File: config.mk
export PLATFORM = sky130hd
export DESIGN_NAME = mips_ex_alu_unit
export DESIGN_NICKNAME = d
export VERILOG_FILES = /design/src/rtl/mips_ex_pkg.sv /design/src/rtl/mips_ex_alu_unit_core.sv /design/src/rtl/mips_ex_alu_unit_decode.sv /design/src/rtl/mips_ex_alu_unit.sv
export SDC_FILE = /design/constraint.sdc
export NUM_CORES = 1
export LEC_CHECK = 0
export CORE_MARGIN = 1.5
export CORE_UTILIZATION = 45
export DETAILED_ROUTE_END_ITERATION = 7
export HOLD_SLACK_MARGIN = 0.05
export PLACE_DENSITY_LB_ADDON = 0.05
export SYNTH_ARGS = -nofsm -noshare
export SYNTH_HDL_FRONTEND = slang
export SYNTH_SLANG_ARGS = --single-unit
File: constraint.sdc
create_clock -name Clk -period 19.46 [get_ports Clk]
set_input_delay 4.865 -clock Clk [delete_from_list [all_inputs] [get_ports Clk]]
set_output_delay 4.865 -clock Clk [all_outputs]
set_load 0.05 [all_outputs]
File: src/rtl/mips_ex_pkg.sv
// Shared constants for the MIPS execute stage: ALUop classes, R-type Func
// codes and the 3-bit ALU operation encoding.
package mips_ex_pkg;

  localparam logic [4:0] ALUOP_RTYPE = 5'd0;
  localparam logic [4:0] ALUOP_ADDI  = 5'd1;
  localparam logic [4:0] ALUOP_ANDI  = 5'd2;
  localparam logic [4:0] ALUOP_ORI   = 5'd3;
  localparam logic [4:0] ALUOP_XORI  = 5'd4;
  localparam logic [4:0] ALUOP_SLTI  = 5'd5;
  localparam logic [4:0] ALUOP_LUI   = 5'd6;
  localparam logic [4:0] ALUOP_LDST  = 5'd7;
  localparam logic [4:0] ALUOP_HALT  = 5'h1F;

  localparam logic [5:0] FUNC_SLL   = 6'h00;
  localparam logic [5:0] FUNC_SRL   = 6'h02;
  localparam logic [5:0] FUNC_SRA   = 6'h03;
  localparam logic [5:0] FUNC_SLLV  = 6'h04;
  localparam logic [5:0] FUNC_SRLV  = 6'h06;
  localparam logic [5:0] FUNC_SRAV  = 6'h07;
  localparam logic [5:0] FUNC_MFHI  = 6'h10;
  localparam logic [5:0] FUNC_MFLO  = 6'h12;
  localparam logic [5:0] FUNC_MULT  = 6'h18;
  localparam logic [5:0] FUNC_MULTU = 6'h19;
  localparam logic [5:0] FUNC_DIV   = 6'h1A;
  localparam logic [5:0] FUNC_DIVU  = 6'h1B;
  localparam logic [5:0] FUNC_ADD   = 6'h20;
  localparam logic [5:0] FUNC_ADDU  = 6'h21;
  localparam logic [5:0] FUNC_SUB   = 6'h22;
  localparam logic [5:0] FUNC_SUBU  = 6'h23;
  localparam logic [5:0] FUNC_AND   = 6'h24;
  localparam logic [5:0] FUNC_OR    = 6'h25;
  localparam logic [5:0] FUNC_XOR   = 6'h26;
  localparam logic [5:0] FUNC_NOR   = 6'h27;
  localparam logic [5:0] FUNC_SLT   = 6'h2A;
  localparam logic [5:0] FUNC_SLTU  = 6'h2B;

  typedef enum logic [2:0] {
    ALU_ADD   = 3'b000,
    ALU_SUB   = 3'b001,
    ALU_AND   = 3'b010,
    ALU_OR    = 3'b011,
    ALU_XOR   = 3'b100,
    ALU_NOR   = 3'b101,
    ALU_SLT   = 3'b110,
    ALU_PASSB = 3'b111
  } alu_ctrl_e;

  function automatic logic is_muldiv(input logic [5:0] func);
    return (func == FUNC_MULT) || (func == FUNC_MULTU) ||
           (func == FUNC_DIV)  || (func == FUNC_DIVU);
  endfunction

endpackage

File: src/rtl/mips_ex_alu_unit_core.sv
// 32-bit integer ALU with Zero and signed-Positive result flags.
module ex_alu_core
  import mips_ex_pkg::*;
#(
  parameter int WIDTH = 32
) (
  input  logic signed [WIDTH-1:0] i_a,
  input  logic signed [WIDTH-1:0] i_b,
  input  logic        [2:0]       i_ctrl,
  output logic        [WIDTH-1:0] o_result,
  output logic                    o_zero,
  output logic                    o_positive
);

  logic [WIDTH-1:0] w_result;

  function automatic logic [WIDTH-1:0] slt_signed(input logic signed [WIDTH-1:0] a,
                                                  input logic signed [WIDTH-1:0] b);
    logic [WIDTH-1:0] r;
    r    = '0;
    r[0] = (a < b);
    return r;
  endfunction

  always_comb begin
    w_result = '0;
    case (alu_ctrl_e'(i_ctrl))
      ALU_ADD:   w_result = i_a + i_b;
      ALU_SUB:   w_result = i_a - i_b;
      ALU_AND:   w_result = i_a & i_b;
      ALU_OR:    w_result = i_a | i_b;
      ALU_XOR:   w_result = i_a ^ i_b;
      ALU_NOR:   w_result = ~(i_a | i_b);
      ALU_SLT:   w_result = slt_signed(i_a, i_b);
      ALU_PASSB: w_result = i_b;
      default:   w_result = i_a + i_b;
    endcase
  end

  assign o_result   = w_result;
  assign o_zero     = (w_result == '0);
  assign o_positive = ~w_result[WIDTH-1] & (w_result != '0);

endmodule

File: src/rtl/mips_ex_alu_unit_decode.sv
// ALU-control decode (combinational) and the sticky Halt flag register.
module ex_alu_decode
  import mips_ex_pkg::*;
#(
  parameter logic [4:0] HALT_OP = ALUOP_HALT
) (
  input  logic       i_clk,
  input  logic       i_rst,
  input  logic [4:0] i_aluop,
  input  logic [5:0] i_func,
  input  logic       i_branch,
  input  logic       i_alu_busy,
  output logic [2:0] o_alu_ctrl,
  output logic       o_front_sel,
  output logic       o_multi_clk,
  output logic       o_halt
);

  alu_ctrl_e w_ctrl;
  alu_ctrl_e w_rtype_ctrl;
  logic      w_muldiv;
  logic      r_halt;

  always_comb begin
    w_rtype_ctrl = ALU_ADD;
    case (i_func)
      FUNC_ADD, FUNC_ADDU: w_rtype_ctrl = ALU_ADD;
      FUNC_SUB, FUNC_SUBU: w_rtype_ctrl = ALU_SUB;
      FUNC_AND:            w_rtype_ctrl = ALU_AND;
      FUNC_OR:             w_rtype_ctrl = ALU_OR;
      FUNC_XOR:            w_rtype_ctrl = ALU_XOR;
      FUNC_NOR:            w_rtype_ctrl = ALU_NOR;
      FUNC_SLT, FUNC_SLTU: w_rtype_ctrl = ALU_SLT;
      // shifts, mfhi/mflo and mult/div arrive pre-computed on operand A
      default:             w_rtype_ctrl = ALU_ADD;
    endcase
  end

  always_comb begin
    w_ctrl   = ALU_ADD;
    w_muldiv = (i_aluop == ALUOP_RTYPE) && is_muldiv(i_func);
    if (i_branch) begin
      w_ctrl = ALU_SUB;
    end else begin
      case (i_aluop)
        ALUOP_RTYPE: w_ctrl = w_rtype_ctrl;
        ALUOP_ADDI:  w_ctrl = ALU_ADD;
        ALUOP_ANDI:  w_ctrl = ALU_AND;
        ALUOP_ORI:   w_ctrl = ALU_OR;
        ALUOP_XORI:  w_ctrl = ALU_XOR;
        ALUOP_SLTI:  w_ctrl = ALU_SLT;
        ALUOP_LUI:   w_ctrl = ALU_PASSB;
        ALUOP_LDST:  w_ctrl = ALU_ADD;
        default:     w_ctrl = ALU_ADD;
      endcase
    end
  end

  // Halt is sticky until reset; reset wins over a simultaneous halt op
  always_ff @(posedge i_clk) begin
    if (i_rst) begin
      r_halt <= 1'b0;
    end else if (i_aluop == HALT_OP) begin
      r_halt <= 1'b1;
    end
  end

  assign o_alu_ctrl  = w_ctrl;
  assign o_front_sel = ~w_muldiv;
  assign o_multi_clk = w_muldiv & i_alu_busy;
  assign o_halt      = r_halt;

endmodule

File: src/rtl/mips_ex_alu_unit.sv
// Execute-stage arithmetic: ALU-control decode, integer ALU and the
// standalone PC/branch-target adder.
module mips_ex_alu_unit
  import mips_ex_pkg::*;
#(
  parameter int         WIDTH   = 32,
  parameter logic [4:0] HALT_OP = ALUOP_HALT
) (
  input  logic             Clk,
  input  logic             Rst,
  input  logic [4:0]       ALUop,
  input  logic [5:0]       Func,
  input  logic             Branch,
  input  logic             ALUBusy,
  input  logic [WIDTH-1:0] AluIn1,
  input  logic [WIDTH-1:0] AluIn2,
  input  logic [WIDTH-1:0] AddA,
  input  logic [WIDTH-1:0] AddB,
  output logic [WIDTH-1:0] AddSum,
  output logic [2:0]       AluControl,
  output logic             AluFrontSel,
  output logic             MultiClk,
  output logic [WIDTH-1:0] AluResult,
  output logic             Zero,
  output logic             Positive,
  output logic             Halt
);

  logic [2:0] w_alu_ctrl;

  ex_alu_decode #(
    .HALT_OP (HALT_OP)
  ) u_decode (
    .i_clk       (Clk),
    .i_rst       (Rst),
    .i_aluop     (ALUop),
    .i_func      (Func),
    .i_branch    (Branch),
    .i_alu_busy  (ALUBusy),
    .o_alu_ctrl  (w_alu_ctrl),
    .o_front_sel (AluFrontSel),
    .o_multi_clk (MultiClk),
    .o_halt      (Halt)
  );

  ex_alu_core #(
    .WIDTH (WIDTH)
  ) u_core (
    .i_a        (AluIn1),
    .i_b        (AluIn2),
    .i_ctrl     (w_alu_ctrl),
    .o_result   (AluResult),
    .o_zero     (Zero),
    .o_positive (Positive)
  );

  assign AluControl = w_alu_ctrl;
  assign AddSum     = AddA + AddB;

endmodule

==> results of run 1 <==
[routing by layer]
metal,GRT usage,routed length (um),part of all wire
met2,0.522,13300,0.43
met4,0.103,1130,0.037
met3,0.0436,3030,0.099
met5,0,0,0
met1,0.422,13100,0.43
[area by class of cell]
cell class,count,share of cell area
inverter,117,0.0430
multi-input combinational,1017,0.711
sequential,1,0.00196
tap,225,0.0275
timing repair buffer,223,0.216
[critical path, stage by stage]
cell and delay (ns):
clkdlybuf4s50_1 0.50, inv_1 0.07, ha_1 0.47, nor2b_1 0.11, a2111oi_0 0.62, a21boi_0 0.28
o211a_1 0.39, and3_1 0.23, or2_2 0.30, o41ai_1 0.80, mux2_2 0.42, a221oi_1 0.37
nand4_1 0.13, or3_1 0.36, nor3_1 0.16, clkdlybuf4s50_1 0.83
[cells in the final DEF (no fill, tap or decap), types with 7 or more instances in the layout]
master,instances
clkdlybuf4s50_1,214
ha_1,127
inv_1,114
nor2_1,114
a21oi_1,102
nand2_1,73
o21ai_0,62
xnor2_1,30
a21o_1,28
nor3_1,26
a31oi_1,26
o211ai_1,25
nand3_1,24
a211oi_1,24
mux2i_1,20
and3_1,17
o21a_1,17
nand2b_1,17
xor2_1,16
o22ai_1,15
or3_1,14
nor4_1,14
o31ai_1,14
o21bai_1,14
nor2b_1,13
a22oi_1,11
o211a_1,10
buf_4,9
nand4_1,8
a221o_1,7
or2_2,7
o31a_1,7
a221oi_1,7
and2_1,7
[power by group]
| part | total (uW) | switching (uW) | internal [uW] |
|---|---|---|---|
| registers | 2.16 | 0.0241 | 2.14 |
| logic | 439 | 274 | 166 |
| clock network | 0 | 0 | 0 |
| total | 441 | 274 | 168 |
[worst max path at each step]
stage	startpoint	end	slack (ns)	cells past startpoint
4_1_cts	AluIn1[5]	Zero	3.82	16
5_1_grt	AluIn2[0]	Zero	3.46	17
3_3_place_gp	Func[2]	Zero	4.00	16
3_5_place_dp	AluIn2[5]	Zero	3.88	16
2_1_floorplan	AluIn1[0]	Zero	5.02	16
6_report	AluIn2[5]	Zero	3.68	16
[stage by stage]
stage / instances / hold slack [ns]
2_1_floorplan: 1195 / 0.695
3_3_place_gp: 1583 / 0.449
3_5_place_dp: 1583 / 0.472
4_1_cts: 1583 / 0.479
5_1_grt: 1583 / 0.531
6_report: 1583 / 0.475
[cell families (layout without fill, tap and decap cells)]
group | Yosys count | in the layout | synth area share
buffers and inverters | 177 | 340 | 0.0875
AND/OR/NAND/NOR | 368 | 368 | 0.236
flip-flops | 1 | 1 | 0.00251
XOR/XNOR | 46 | 46 | 0.0506
adder cells (fa/ha/maj) | 130 | 130 | 0.207
multiplexers | 22 | 22 | 0.0280
AO/OA/AOI/OAI | 451 | 451 | 0.388
==> results_dict.tcl, run 1 <==
set metrics [dict create \
    run_status "finished, final reports clean" \
    transition_at_the_pin_with_the_smallest_max_transition_slack_ns 1.05 \
    cts_repair_resize_count 0 \
    worst_ep_arrival_time_ns 10.91 \
    fin_crit_sh 0.811 \
    largest_reg_flops 1 \
    die_area_um2 18500 \
    ant_nets 0 \
    rr_startpoint "u_decode.o_halt" \
    maxClockFrequency_mhz 63.4 \
    synth-seq-area-share 0.00251 \
    setup.reg_to_reg.worst_slack_ns 18.90 \
    critPathMaxFanout 10 \
    detailedRoute.firstPassIterationCount 5 \
    groute.usage.overall 0.316 \
    antenna_found_initial 0 \
    synth_warnings 0 \
    power.leakage_uw 0.00452 \
    synth_async_sr_flop_share 0 \
    fillerInstances 1723 \
    synth.cells.most_frequent "ha_1 (127), inv_1 (114), nor2_1 (114)" \
    route.detailed.wl_per_inst_um 19.3 \
    design.core.area_um2 17300 \
    routed-via-count 9921 \
    holdBufCountCts 0 \
    grt_first_pass_wirelength_um 47400 \
    critical_path.reg2reg.endpoint "u_decode.o_halt" \
    holdPathStages 2 \
    final_layout_size_suffix_gt1_frac 0.0331 \
    worstSetupStartpointType "primary input" \
    period_minus_slack_ns 15.78 \
    worst_ep_required_time_ns 14.60 \
    vdd.ir_drop.worst_v 0.0000397 \
    post_synth_inst_count 1195 \
    layout_overhead_on_the_synthesized_area_pct 28.3 \
    drt_iter0_markers 852 \
    detailedPlacementHpwl_um 23800 \
    finalHoldViolations 0 \
    via_count_of_the_first_global_routing_pass 8976 \
    critPathKind "in2out" \
    post-synth-top-count-cell "ha_1" \
    setup_viol 0 \
    synth_enable_flop_cells 0 \
    initial_core_util 0.461 \
    drc_errors 0 \
    totalWireLength_um 30500 \
    viasPerCell 6.27 \
    source_of_the_worst_hold_timing_path "u_decode.o_halt" \
    globalRouteOverflowTotal 0 \
    synth_nets 1468 \
    yosys_register_bits 1 \
    final_max_slew_viol_count 0 \
    final_core_utilization 0.591 \
    chipWidth_um 136 \
    netlist.top_cell.by_area "ha_1" \
    class_of_the_most_critical_hold_timing_path "reg2reg" \
    design_power_total_uw 441 \
    cts_setup_buffers 0 \
    area_of_the_multi_input_gates_um2 7270 \
    rsz0062_at_grt "no" \
    power_per_cell_area_nw_per_um2 43.2 \
    post_synth_main_area_contributors "ha_1 (20%), a21oi_1 (6.4%), inv_1 (5.4%)" \
    antenna_cells_inserted 0 \
    clkTransAtPathRegs_ns 0 \
    setup_ws_pre_cts_ns 3.88 \
    yosysUniqueCellTypes 87 \
    final_net_count 1633 \
    timing.clock.skew_ns 0 \
    ff_latch_area_um2 20.0 \
    largest_net_degree_at_the_start_of_global_routing 60 \
    hold_end "u_decode.o_halt" \
    ios 215 \
    floorplan.die.height_um 136 \
    finalWeightedCongestion 1.02 \
    crit_path_end_kind "output port" \
    clk_latency_ns 0 \
    max_slew_margin 0.300 \
    netlist_area_um2 7970 \
    final_design_area_no_fill_um2 10200 \
    mean_post_synth_cell_area_um2 6.67 \
    setup_slack_ns 3.68 \
    port_buffers 214 \
    number_of_max_cap_violations 0 \
    synth_flop_cell "dfxtp_1" \
    netlist.area_leader.share 0.199 \
    post_dp_cell_area_um2 10200 \
    num_rows 48 \
    worst-r2r-cell-count 2 \
    totalNegativeSetupSlack_ns 0 \
]
No activity file was read; power rests on OpenSTA's default activity.
==> inputs of run 2 (changes only) <==
clock period = 16.4 ns   (was 19.46 ns; I/O delays follow)
==> run 2 against run 1 <==
The run now ends with design-rule violations left. Power up 19%. Critical path type unchanged. First-iteration DRC count shrank 1.9%. Via count is the same. Flip-flop and latch count stayed put.
==> results_dict.tcl, run 2 (synthesis results as in run 1) <==
set metrics [dict create \
    largest_reg_flops 1 \
    clk_latency_ns 0 \
    number_of_max_cap_violations 0 \
    final_cell_mix "clkdlybuf4s50_1 (214), ha_1 (127), inv_1 (114)" \
    critical_path.max_stage_delay_ns 0.84 \
    violations "design-rule violations" \
    crit_path_end_kind "output port" \
    crit_chain "clkdlybuf4s50_1, ha_1, inv_1, fa_1, nor2b_1, o211ai_1, a21boi_0, o211a_1, and3_1, or2_2, o41ai_1, mux2_2, a221oi_1, nand4_1, or3_1, nor3_1, clkdlybuf4s50_1" \
    detailedPlacementHpwl_um 23600 \
    final_max_slew_viol_count 0 \
    drt_iter0_markers 836 \
    layout_overhead_on_the_synthesized_area_pct 28.4 \
    class_of_the_most_critical_hold_timing_path "reg2reg" \
    rsz0062_at_grt "no" \
    worstSetupStartpointType "primary input" \
    finalWeightedCongestion 0.971 \
    routed-via-count 9921 \
    antenna_found_initial 0 \
    timing.hold.ws_ns 0.475 \
    ios 215 \
    design.core.area_um2 17300 \
    final_net_count 1634 \
    ant_nets 0 \
    grt_first_pass_wirelength_um 47800 \
    vdd.ir_drop.worst_v 0.0000399 \
    critPathKind "in2out" \
    finalHoldViolations 0 \
    power_per_cell_area_nw_per_um2 51.3 \
    cts_setup_buffers 0 \
    cts_repair_resize_count 0 \
    floorplan.die.height_um 136 \
    critPathMaxFanout 5 \
    worst_ep_arrival_time_ns 9.98 \
    run_status "finished with violations" \
    port_buffers 214 \
    drc_errors 15 \
    transition_at_the_pin_with_the_smallest_max_transition_slack_ns 1.03 \
    layout_commonest_cell "clkdlybuf4s50_1" \
    worst_ep_required_time_ns 12.30 \
    chipWidth_um 136 \
    antenna_cells_inserted 0 \
    largest_net_degree_at_the_start_of_global_routing 60 \
    timing.clock.skew_ns 0 \
    totalNegativeSetupSlack_ns 0 \
    via_count_of_the_first_global_routing_pass 9243 \
    route.detailed.wl_per_inst_um 19.3 \
    final_layout_size_suffix_gt1_frac 0.0346 \
    initial_core_util 0.461 \
    groute.usage.overall 0.317 \
    slowest_stage "clkdlybuf4s50_1" \
    fin_crit_sh 0.858 \
    clkTransAtPathRegs_ns 0 \
    holdBufCountCts 0 \
    max_slew_margin 0.314 \
    period_minus_slack_ns 14.08 \
    critPathMostFrequentCell "clkdlybuf4s50_1" \
    die_area_um2 18500 \
    maxClockFrequency_mhz 71.0 \
    totalWireLength_um 30500 \
    num_rows 48 \
    viasPerCell 6.26 \
    globalRouteOverflowTotal 0 \
    setup_viol 0 \
    detailedRoute.firstPassIterationCount 8 \
    power.leakage_uw 0.00453 \
]
## run 2: cell count changes in the layout (fill, tap and decap cells not counted)
cell / before / now
buf_4: 9 / 10
nor2_1: 114 / 113
nor2_2: 1 / 2
## run 2: per-layer routing
layer | up-vias | global-route usage | wire length, um
met5 | - | 0 | 0
met4 | 0 | 0.0910 | 986
met3 | 77 | 0.0500 | 3430
met2 | 575 | 0.522 | 13100
met1 | 4489 | 0.424 | 13000
li1 | 4780 | - | -
## run 2: final timing paths
path | from | slack (ns) | cells after the start | end
hold / removal | u_decode.o_halt | 0.47 | 2 | u_decode.o_halt
setup / recovery | AluIn2[0] | 2.32 | 17 | Zero
setup reg to reg | u_decode.o_halt | 15.85 | 2 | u_decode.o_halt
hold reg to reg | u_decode.o_halt | 0.47 | 2 | u_decode.o_halt
## run 2: layout make-up
cell class              instances  area (um^2)
multi-input cells            1017         7270
fillers                      1701         7070
repair buffers                224         2220
inverters                     117          439
well taps                     225          282
flip-flops and latches          1         20.0
## run 2: power by group
part | total (uW) | internal [uW] | leakage, uW | switching [uW]
Sequential | 2.56 | 2.54 | 0.00000809 | 0.0260
Clock | 0 | 0 | 0 | 0
Combinational | 522 | 197 | 0.00452 | 325
## run 2: worst max-delay path, delay by kind of cell
kind                       cells  cell delay (ns)
and+or+nand+nor                6             1.32
muxes                          1             0.41
buffers and inverters          3             1.43
adders and majority gates      2             0.67
AOI/OAI and AO/OA              5             2.02
## run 2: stage by stage
| step | instance area [um^2] | util | cells | setup WS, ns | total power, uW |
|---|---|---|---|---|---|
| 2_1_floorplan | 7970 | - | 1195 | 3.49 | 349 |
| 3_3_place_gp | 10200 | 0.591 | 1584 | 2.55 | 514 |
| 3_5_place_dp | 10200 | 0.591 | 1584 | 2.38 | 515 |
| 4_1_cts | 10200 | 0.591 | 1584 | 2.37 | 518 |
| 5_1_grt | 10200 | 0.591 | 1584 | 1.98 | 559 |
| 6_report | 10200 | 0.591 | 1584 | 2.32 | 524 |
==> inputs of run 3 (changes only) <==
CORE_ASPECT_RATIO = 0.5   (was unset)
CORE_UTILIZATION = 50   (was 45)
PLACE_DENSITY = 0.85   (was unset)
PLACE_DENSITY_LB_ADDON = unset   (was 0.05)
==> run 3 against run 2 <==
The flow now finishes without violations. Sequential share of layout area hardly changed. Worst setup slack lost 0.079 ns. Cell count decreased by 1.1%. Global-route usage increased by 6.0 points. Maximum frequency shrank 0.56%. Final area about the same. Critical path depth is the same. Hold slack improved by 0.0059 ns. Critical path type unchanged. Critical endpoint unchanged. Largest cell class unchanged. Largest power group unchanged.
==> results_dict.tcl, run 3 (synthesis results as in run 1) <==
set metrics [dict create \
    period_minus_slack_ns 14.16 \
    via_count_of_the_first_global_routing_pass 9837 \
    final_net_count 1637 \
    crit_chain "clkdlybuf4s50_1, ha_1, inv_1, fa_1, nor2b_1, o211ai_1, a21boi_0, o211a_1, and3_1, or2_2, o41ai_1, mux2_2, a221oi_1, nand4_1, or3_1, nor3_1, clkdlybuf4s50_1" \
    crit_path_end_kind "output port" \
    totalNegativeSetupSlack_ns 0 \
    finalWeightedCongestion 1.03 \
    critPathMaxFanout 5 \
    cts_repair_resize_count 0 \
    layout_commonest_cell "clkdlybuf4s50_1" \
    viasPerCell 6.61 \
    power_frac_comb 0.995 \
    detailedRoute.firstPassIterationCount 6 \
    fin_crit_sh 0.863 \
    worst-path-buf-inv 3 \
    globalRouteOverflowTotal 0 \
    maxClockFrequency_mhz 70.6 \
    final_core_utilization 0.660 \
    ios 215 \
    num_rows 32 \
    initial_core_util 0.514 \
    port_buffers 214 \
    holdPathStages 2 \
    floorplan.die.height_um 92.3 \
    power_dissipated_by_switching_net_loads_uw 336 \
    final_max_slew_viol_count 0 \
    layout_overhead_on_the_synthesized_area_pct 28.3 \
    holdBufCountCts 0 \
    timing.clock.skew_ns 0 \
    route.detailed.wl_per_inst_um 20.9 \
    timing.hold.ws_ns 0.481 \
    groute.usage.overall 0.376 \
    drt_iter0_markers 1091 \
    worst-r2r-cell-count 2 \
    transition_at_the_pin_with_the_smallest_max_transition_slack_ns 0.927 \
    routed-via-count 10352 \
    setup_viol 0 \
    ant_nets 0 \
    final_cell_mix "clkdlybuf4s50_1 (214), ha_1 (127), inv_1 (114), nor2_1 (114), a21oi_1 (102)" \
    finalHoldViolations 0 \
    final_layout_size_suffix_gt1_frac 0.0360 \
    rsz0062_at_grt "no" \
    vdd.ir_drop.worst_v 0.0000351 \
    p_seq_frac 0.005 \
    antenna_found_initial 0 \
    power_frac_clock 0 \
    antenna_cells_inserted 0 \
    worstSetupStartpointType "primary input" \
    worst_ep_required_time_ns 12.30 \
    detailedPlacementHpwl_um 26000 \
    number_of_max_cap_violations 0 \
    slowest_stage "clkdlybuf4s50_1" \
    kind_of_cell_adding_the_most_delay_to_the_critical_path "compound AO/OA/AOI/OAI gates" \
    clkTransAtPathRegs_ns 0 \
    fillerInstances 1355 \
    chipWidth_um 181 \
    largest_net_degree_at_the_start_of_global_routing 41 \
    critical_path.max_stage_delay_ns 0.83 \
    p_int_uw 200 \
    class_of_the_most_critical_hold_timing_path "reg2reg" \
    die_area_um2 16700 \
    largest_reg_flops 1 \
    worst_ep_arrival_time_ns 10.06 \
    critPathMostFrequentCell "clkdlybuf4s50_1" \
    run_status "finished, final reports clean" \
    cts_setup_buffers 0 \
    cp.depth 17 \
    totalWireLength_um 32700 \
    critPathKind "in2out" \
    power_per_cell_area_nw_per_um2 52.5 \
    power.leakage_uw 0.00454 \
    max_slew_margin 0.374 \
    sw_frac_of_total 0.627 \
    grt_first_pass_wirelength_um 51200 \
    drc_errors 0 \
    clk_latency_ns 0 \
    design.core.area_um2 15500 \
]
run 3: metrics by stage:
stage | total power [uW] | cell area [um^2] | cells | setup slack (ns)
finish | 536 | 10200 | 1566 | 2.24
global route | 566 | 10200 | 1566 | 2.04
detailed placement | 524 | 10200 | 1566 | 2.40
floorplan | 349 | 7970 | 1195 | 3.49
CTS | 526 | 10200 | 1566 | 2.37
global placement | 518 | 10200 | 1566 | 2.59
run 3: area by class of cell:
class                           instances  area, um^2  share of cell area
Tap cell                              204         255              0.0250
Inverter                              117         439              0.0430
Multi-Input combinational cell       1017        7270               0.711
Sequential cell                         1        20.0             0.00196
Timing Repair Buffer                  227        2240               0.219
run 3: final timing paths:
kind	startpoint	end	slack (ns)
worst max-delay path	AluIn2[0]	Zero	2.24
worst min-delay path	u_decode.o_halt	u_decode.o_halt	0.48
worst max register to register	u_decode.o_halt	u_decode.o_halt	15.85
worst min register to register	u_decode.o_halt	u_decode.o_halt	0.48
run 3: power groups by stage:
stage / sequential, uW / clock (uW) / combinational (uW)
after global routing: 2.57 / 0 / 563
after CTS: 2.57 / 0 / 524
after global placement: 2.56 / 0 / 516
final: 2.57 / 0 / 534
after floorplan: 2.75 / 0 / 346
after detailed placement: 2.57 / 0 / 522
run 3: tightest hold or removal path, cell delays in order (launching register included):
cell and delay [ns]:
dfxtp_1 0.32, nor2_1 0.05, nor2_1 0.07
run 3: routing by layer:
metal | up-vias | global-route usage | part of all wire
met5 | - | 0 | 0
met4 | 0 | 0.141 | 0.039
met3 | 127 | 0.0608 | 0.11
met2 | 684 | 0.624 | 0.43
met1 | 4756 | 0.491 | 0.42
li1 | 4785 | - | -
